$ cat src/rtl/oper2_exec.sv
// PDP-8 Group 2 operate executor: evaluates the skip condition on the captured AC, then applies
// CLA, OSR and HLT with an optional user-mode trap. Driven by a start/done handshake.
module oper2_exec #(
    parameter int unsigned WIDTH       = 12,
    parameter bit          UM_TRAP_EN  = 1'b1,
    parameter bit          SKP_ONLY_G2 = 1'b1
) (
    input  logic             clk100,
    input  logic             reset_n,
    input  logic             start,
    input  logic [0:11]      instruction,
    input  logic [0:WIDTH-1] ac_in,
    input  logic             link_in,
    input  logic [0:WIDTH-1] switches,
    input  logic             user_mode,
    output logic             busy,
    output logic             done,
    output logic             skip,
    output logic [0:WIDTH-1] ac_out,
    output logic             ac_we,
    output logic             halt,
    output logic             user_trap
);

    typedef enum logic [1:0] {StIdle, StEval, StApply, StDone} state_e;

    state_e           state_q;
    logic [0:11]      ir_q;
    logic [0:WIDTH-1] ac_q;
    logic             link_q;
    logic             um_q;
    logic             skip_nx_q;

    logic             g2;
    logic             zero;
    logic             neg;
    logic             cond;
    logic             skip_eval;
    logic             priv;
    logic             osr_ok;
    logic [0:WIDTH-1] ac_apply;

    // With SKP_ONLY_G2=0 only the operate-class opcode is decoded; bits 3 and 11 are ignored.
    always_comb begin
        g2        = SKP_ONLY_G2 ? ((ir_q[0:3] == 4'b1111) && !ir_q[11])
                                : (ir_q[0:2] == 3'b111);
        zero      = (ac_q == '0);
        neg       = ac_q[0];
        cond      = (ir_q[5] & neg) | (ir_q[6] & zero) | (ir_q[7] & link_q);
        skip_eval = g2 & (ir_q[8] ? ~cond : cond);
        priv      = UM_TRAP_EN & um_q & (ir_q[9] | ir_q[10]);
        osr_ok    = g2 & ir_q[9] & ~priv;
        ac_apply  = ac_q;
        if (g2) begin
            ac_apply = (ir_q[4] ? '0 : ac_q) | (osr_ok ? switches : '0);
        end
    end

    always_ff @(posedge clk100 or negedge reset_n) begin
        if (!reset_n) begin
            state_q   <= StIdle;
            ir_q      <= '0;
            ac_q      <= '0;
            link_q    <= 1'b0;
            um_q      <= 1'b0;
            skip_nx_q <= 1'b0;
            busy      <= 1'b0;
            done      <= 1'b0;
            skip      <= 1'b0;
            ac_out    <= '0;
            ac_we     <= 1'b0;
            halt      <= 1'b0;
            user_trap <= 1'b0;
        end else begin
            done      <= 1'b0;
            ac_we     <= 1'b0;
            halt      <= 1'b0;
            user_trap <= 1'b0;
            unique case (state_q)
                StIdle: begin
                    if (start) begin
                        ir_q    <= instruction;
                        ac_q    <= ac_in;
                        link_q  <= link_in;
                        um_q    <= user_mode;
                        busy    <= 1'b1;
                        state_q <= StEval;
                    end
                end
                StEval: begin
                    skip_nx_q <= skip_eval;
                    state_q   <= StApply;
                end
                StApply: begin
                    skip      <= skip_nx_q;
                    ac_out    <= ac_apply;
                    done      <= 1'b1;
                    ac_we     <= g2 & (ir_q[4] | osr_ok);
                    halt      <= g2 & ir_q[10] & ~priv;
                    user_trap <= g2 & priv;
                    state_q   <= StDone;
                end
                StDone: begin
                    busy    <= 1'b0;
                    state_q <= StIdle;
                end
                default: state_q <= StIdle;
            endcase
        end
    end

endmodule

$ cat config.mk
export PLATFORM = sky130hd
export DESIGN_NAME = oper2_exec
export DESIGN_NICKNAME = d
export VERILOG_FILES = /design/src/rtl/oper2_exec.sv
export SDC_FILE = /design/constraint.sdc
export NUM_CORES = 1
export LEC_CHECK = 0
export ABC_AREA = 1
export ABC_CLOCK_PERIOD_IN_PS = 1700
export BUFFER_PORTS_ARGS = -buffer_cell sky130_fd_sc_hd__buf_2
export CAP_MARGIN = 0
export CELL_PAD_IN_SITES_DETAIL_PLACEMENT = 0
export CELL_PAD_IN_SITES_GLOBAL_PLACEMENT = 2
export CORE_UTILIZATION = 29
export DETAILED_ROUTE_END_ITERATION = 10
export PLACE_DENSITY_LB_ADDON = 0.3
export SLEW_MARGIN = 20
export SYNTH_ARGS = -nofsm -noshare
export SYNTH_HDL_FRONTEND = slang
export SYNTH_SLANG_ARGS = --single-unit
$ cat constraint.sdc
create_clock -name clk100 -period 1.7 [get_ports clk100]
set_clock_uncertainty 0.1 [all_clocks]
set_input_delay 0.085 -clock clk100 [delete_from_list [all_inputs] [get_ports clk100]]
set_output_delay 0.085 -clock clk100 [all_outputs]
set_load 0.02 [all_outputs]
Yosys cells after proc, flatten, opt, wreduce, memory -nomap -nowiden
Cells that the tools add are included.

cells by class
  add/subtract/negate cells = 0
  multiply operators = 0
  div/mod/pow operators = 0
  order comparisons = 0
  equality and inequality tests = 5
  shift operators = 0
  muxes and demuxes = 12
  bitwise gates (word level) = 18
  reduce and logical (&&, ||, !) cells = 7

operators by type and width
  cell                                                  count
  two-way mux 12 bit                                    3
  zero test 12 bit                                      1
  OR 12 bit                                             1
  bitwise AND 1 bit                                     11
  one-hot mux 2 bit (4 select lines)                    1
  two-way mux 1 bit                                     6
  equality test 2 bit (second input constant)           2
  equality test 4 bit (second input constant)           1
  OR 1 bit                                              4
  AND reduction 2 bit                                   2
  equality test 2 x 1 -> 1 bit (second input constant)  1
  zero test 2 bit                                       1
  two-way mux 2 bit                                     1
  inequality test 2 bit (second input constant)         1
  NOT 1 bit                                             2
  one-hot mux 1 bit (2 select lines)                    1
  nonzero test 2 bit                                    1
  logical AND 1 bit                                     1
  zero test 1 bit                                       1

storage, ports and cells
  flip-flop bits (word level) = 47
  latch bits = 0
  RAM bits = 0
  ROM bits = 0
  input port bits = 41
  output and inout port bits = 18
  logic and storage cells = 55
  memories = 0

Depth between registers and ports, before layout
  depth after elaboration = 7
  mapped depth = 8
  mapped depth without buffers = 8

Worst setup path after synthesis
No wires, ideal clock.

  path kind = register to register
  start point = register state_q[0]
  end point = register ir_q[8] (netlist bit)
  setup time = 0.132 ns
  arrival time = 1.244 ns
  data required time = 1.468 ns
  slack = 0.225 ns
  cell stages (with the launch flop) = 8
  buffers on the path = 1
  period minus slack after synthesis = 1.475 ns
  cells stage by stage = dfrtp_1 > inv_1 > ha_1 > nand2_2 > clkinv_1 > clkbuf_1 > nand2_1 > o21ai_0

between the ends
  cells in the longest elaborated chain, start to end = 2

RTL lines
  element                        RTL line  source
  start, declared                27        state_e state_q;
  start signal, assigned         61        state_q <= StIdle;
  start signal, assigned         87        state_q <= StEval;
  start signal, assigned         92        state_q <= StApply;
  zero test 2 bit                79        unique case (state_q)
  AND reduction 2 bit (no line)  --
  end signal, assigned           82        ir_q <= instruction;
  end, declared                  28        logic [0:11] ir_q;

Every way passes these cells.
A chain may end at the register's enable or synchronous reset.

Worst setup path after layout
  start point = register state_q[0]
  end point = register state_q[0]

between the ends
  cells in the longest elaborated chain, start to end = 2
  elaborated cells on any way between the ends = 6
  classes of those cells = eq/ne (4); mux (1); reduce/logical (1)

RTL lines
  element                                                                      RTL line
  equality test 2 bit (tied with other cells)                                  79
  one-hot mux 2 bit (4 select lines) or inequality test 2 bit (tied branches)  --

Parallel ways exist; a longest one is shown, timed or not.

==> results_dict.tcl <==
set metrics [dict create \
    outcome "finished clean" \
    yosysSeqAreaShare_pct 55.1 \
    powerDensity_mw_per_mm2 1490 \
    die_w_um 87.8 \
    grt_max_degree 23 \
    cp-start-kind "register" \
    cts_buffer_depth 2 \
    cts_tree "built" \
    layout_commonest_cell "nand2_1" \
    clock_sinks 47 \
    fill_cells 733 \
    dr.pass1.iters 4 \
    port_buffers 58 \
    cts_resized 0 \
    boundaryPins 59 \
    dr_wl_met2_um 2430 \
    hold_path.class "in -> reg" \
    drtAntennaViolNets 0 \
    met1_length_um 2700 \
    grt_pass1_wl_um 8940 \
    hpwl_um 3910 \
    power_leakage_nw 1.60 \
    final_cell_mix "nand2_1 (137), buf_2 (58), dfrtp_1 (47)" \
    hold_viol_final 0 \
    tightest_slew_ps 446 \
    wl_per_cell_um 12.1 \
    rsz0062_at_grt "no" \
    fmax_mhz 677 \
    fin_crit_ps 1480 \
    htreeDepth 2 \
    cp_slowest_cell "dfrtp_1" \
    period_share_pct 86.9 \
    syn_area_per_cell_sq_um 8.14 \
    dieArea_sq_mm 0.00770 \
    grt.total_usage_pct 15.5 \
    path_delay_family "buffers and inverters" \
    core_area_sq_mm 0.00694 \
    first_iter_violations 127 \
    wl_met3_um 257 \
    crit_path_frequent_cell "inv_1" \
    placed_area_sq_mm 0.00255 \
    drc 0 \
    slew_headroom_pct 70.2 \
    crit_path_max_fanout 14 \
    cts_buffers 5 \
    topRoutingLayerUsed "met4" \
    root_buffer "clkbuf_8" \
    ys_types 21 \
    start_util_pct 30.7 \
    grt-ovfl-total 0 \
    cpPeakStageDelay_ps 380 \
    routed_wl_um 5420 \
    dr_total_vias 1869 \
    diodes 0 \
    yosysWarnings 0 \
    final_max_slew_viol_count 0 \
    worst-setup-path-type "reg -> reg" \
    synthesis.nets 307 \
    cp.required_ps 1760 \
    rows 30 \
    final_area_sq_mm 0.00290 \
    syn_inst 262 \
    clk_latency_ps 300 \
    crit_path_cell_trace "inv_1, ha_1, inv_1, a22oi_1" \
    drive_gt1_share_pct 22.6 \
    die_y_um 87.8 \
    crit_buf_inv 2 \
    worstPathArrival_ps 1540 \
    peakVddDrop_uv 539 \
    antenna_found_initial 0 \
    critPathCaptureType "register" \
    grt_pass1_vias 1859 \
    place_congestion 0.750 \
    path_clk_slew_ps 80 \
    setup_viol 0 \
    netlist_area_sq_mm 0.00213 \
    drv_cap 0 \
    nets 398 \
    ys_ff_latch 47 \
    tns_ps 0 \
    syn2layout_area_growth_pct 35.8 \
    viasPerCell 4.15 \
]
## report_power, final
part           internal, W  switching (W)
Sequential         0.00158       0.000288
Clock             0.000290       0.000370
Combinational     0.000660        0.00113
## tightest hold or removal path: cells and delay by family
kind                   cells  cell delay [ps]
and+or+nand+nor            4              210
buffers and inverters      1              100
## routing by layer
| metal | global-route usage, % | vias to the layer above |
|---|---|---|
| met2 | 24.0 | 39 |
| met1 | 21.5 | 835 |
| li1 | - | 993 |
| met4 | 3.87 | 0 |
| met5 | 0 | - |
| met3 | 3.96 | 2 |
## worst paths after layout
kind,from,to,slack (ps),cells after the start
hold reg to reg,skip,skip,370,2
max in group asynchronous,reset_n,skip,740,3
hold / removal,switches[11],ac_out[11],30,5
setup reg to reg,state_q[0],state_q[0],220,4
min in group asynchronous,reset_n,ac_q[11],150,2
setup / recovery,state_q[0],state_q[0],220,4
## stage by stage
stage / hold WS, ps / util [%] / std cells / total power [W] / worst slack, ps
2_1_floorplan: -311 / - / 262 / 0.00309 / 225
3_3_place_gp: -47.6 / 36.7 / 415 / 0.00365 / 265
3_5_place_dp: -40.5 / 36.7 / 415 / 0.00367 / 217
4_1_cts: 17.1 / 41.7 / 450 / 0.00439 / 204
5_1_grt: 39.5 / 41.7 / 450 / 0.00475 / 8.79
6_report: 30.5 / 41.7 / 450 / 0.00432 / 223
## cells in the mapped netlist (all sizes together)
library cell,count,area (sq um)
a211oi,1,12.5
a22oi,1,7.51
buf,8,57.6
clkbuf,2,7.51
clkinv,1,3.75
dfrtp,47,1180
ha,4,50.1
inv,17,63.8
nand2,139,527
nand3,4,25.0
nand4,12,75.1
nor2,12,45.0
nor3,2,21.3
o21ai,11,55.1
or2,1,6.26
## kinds of logic after synthesis
| group | share of synthesized area [%] |
|---|---|
| flops | 55.1 |
| simple gates | 32.8 |
| fa+ha+maj | 2.35 |
| compound gates | 3.52 |
| buf+inv | 6.22 |
## repair_timing
item	in CTS	in global routing
endpoints found under the hold margin	43	0
setup buffers	0	0
endpoints found under the setup margin	0	0
hold buffers	27	0
## flip-flops by register name, summed over array words and instances, names as in the netlist, 2 cells and up
signal	count
ir_q	12
ac_q	12
state_q	2
ac_out	12
## final cells by class
type	instances	area [sq um]	share of cell area (%)
tap	96	120	4.15
clock inverter	1	5.00	0.173
clock buffer	7	76.3	2.63
timing repair buffer	94	628	21.7
inverter	18	67.6	2.33
multi-input combinational	187	825	28.5
sequential	47	1180	40.6
(Power assumes the default switching activity.)
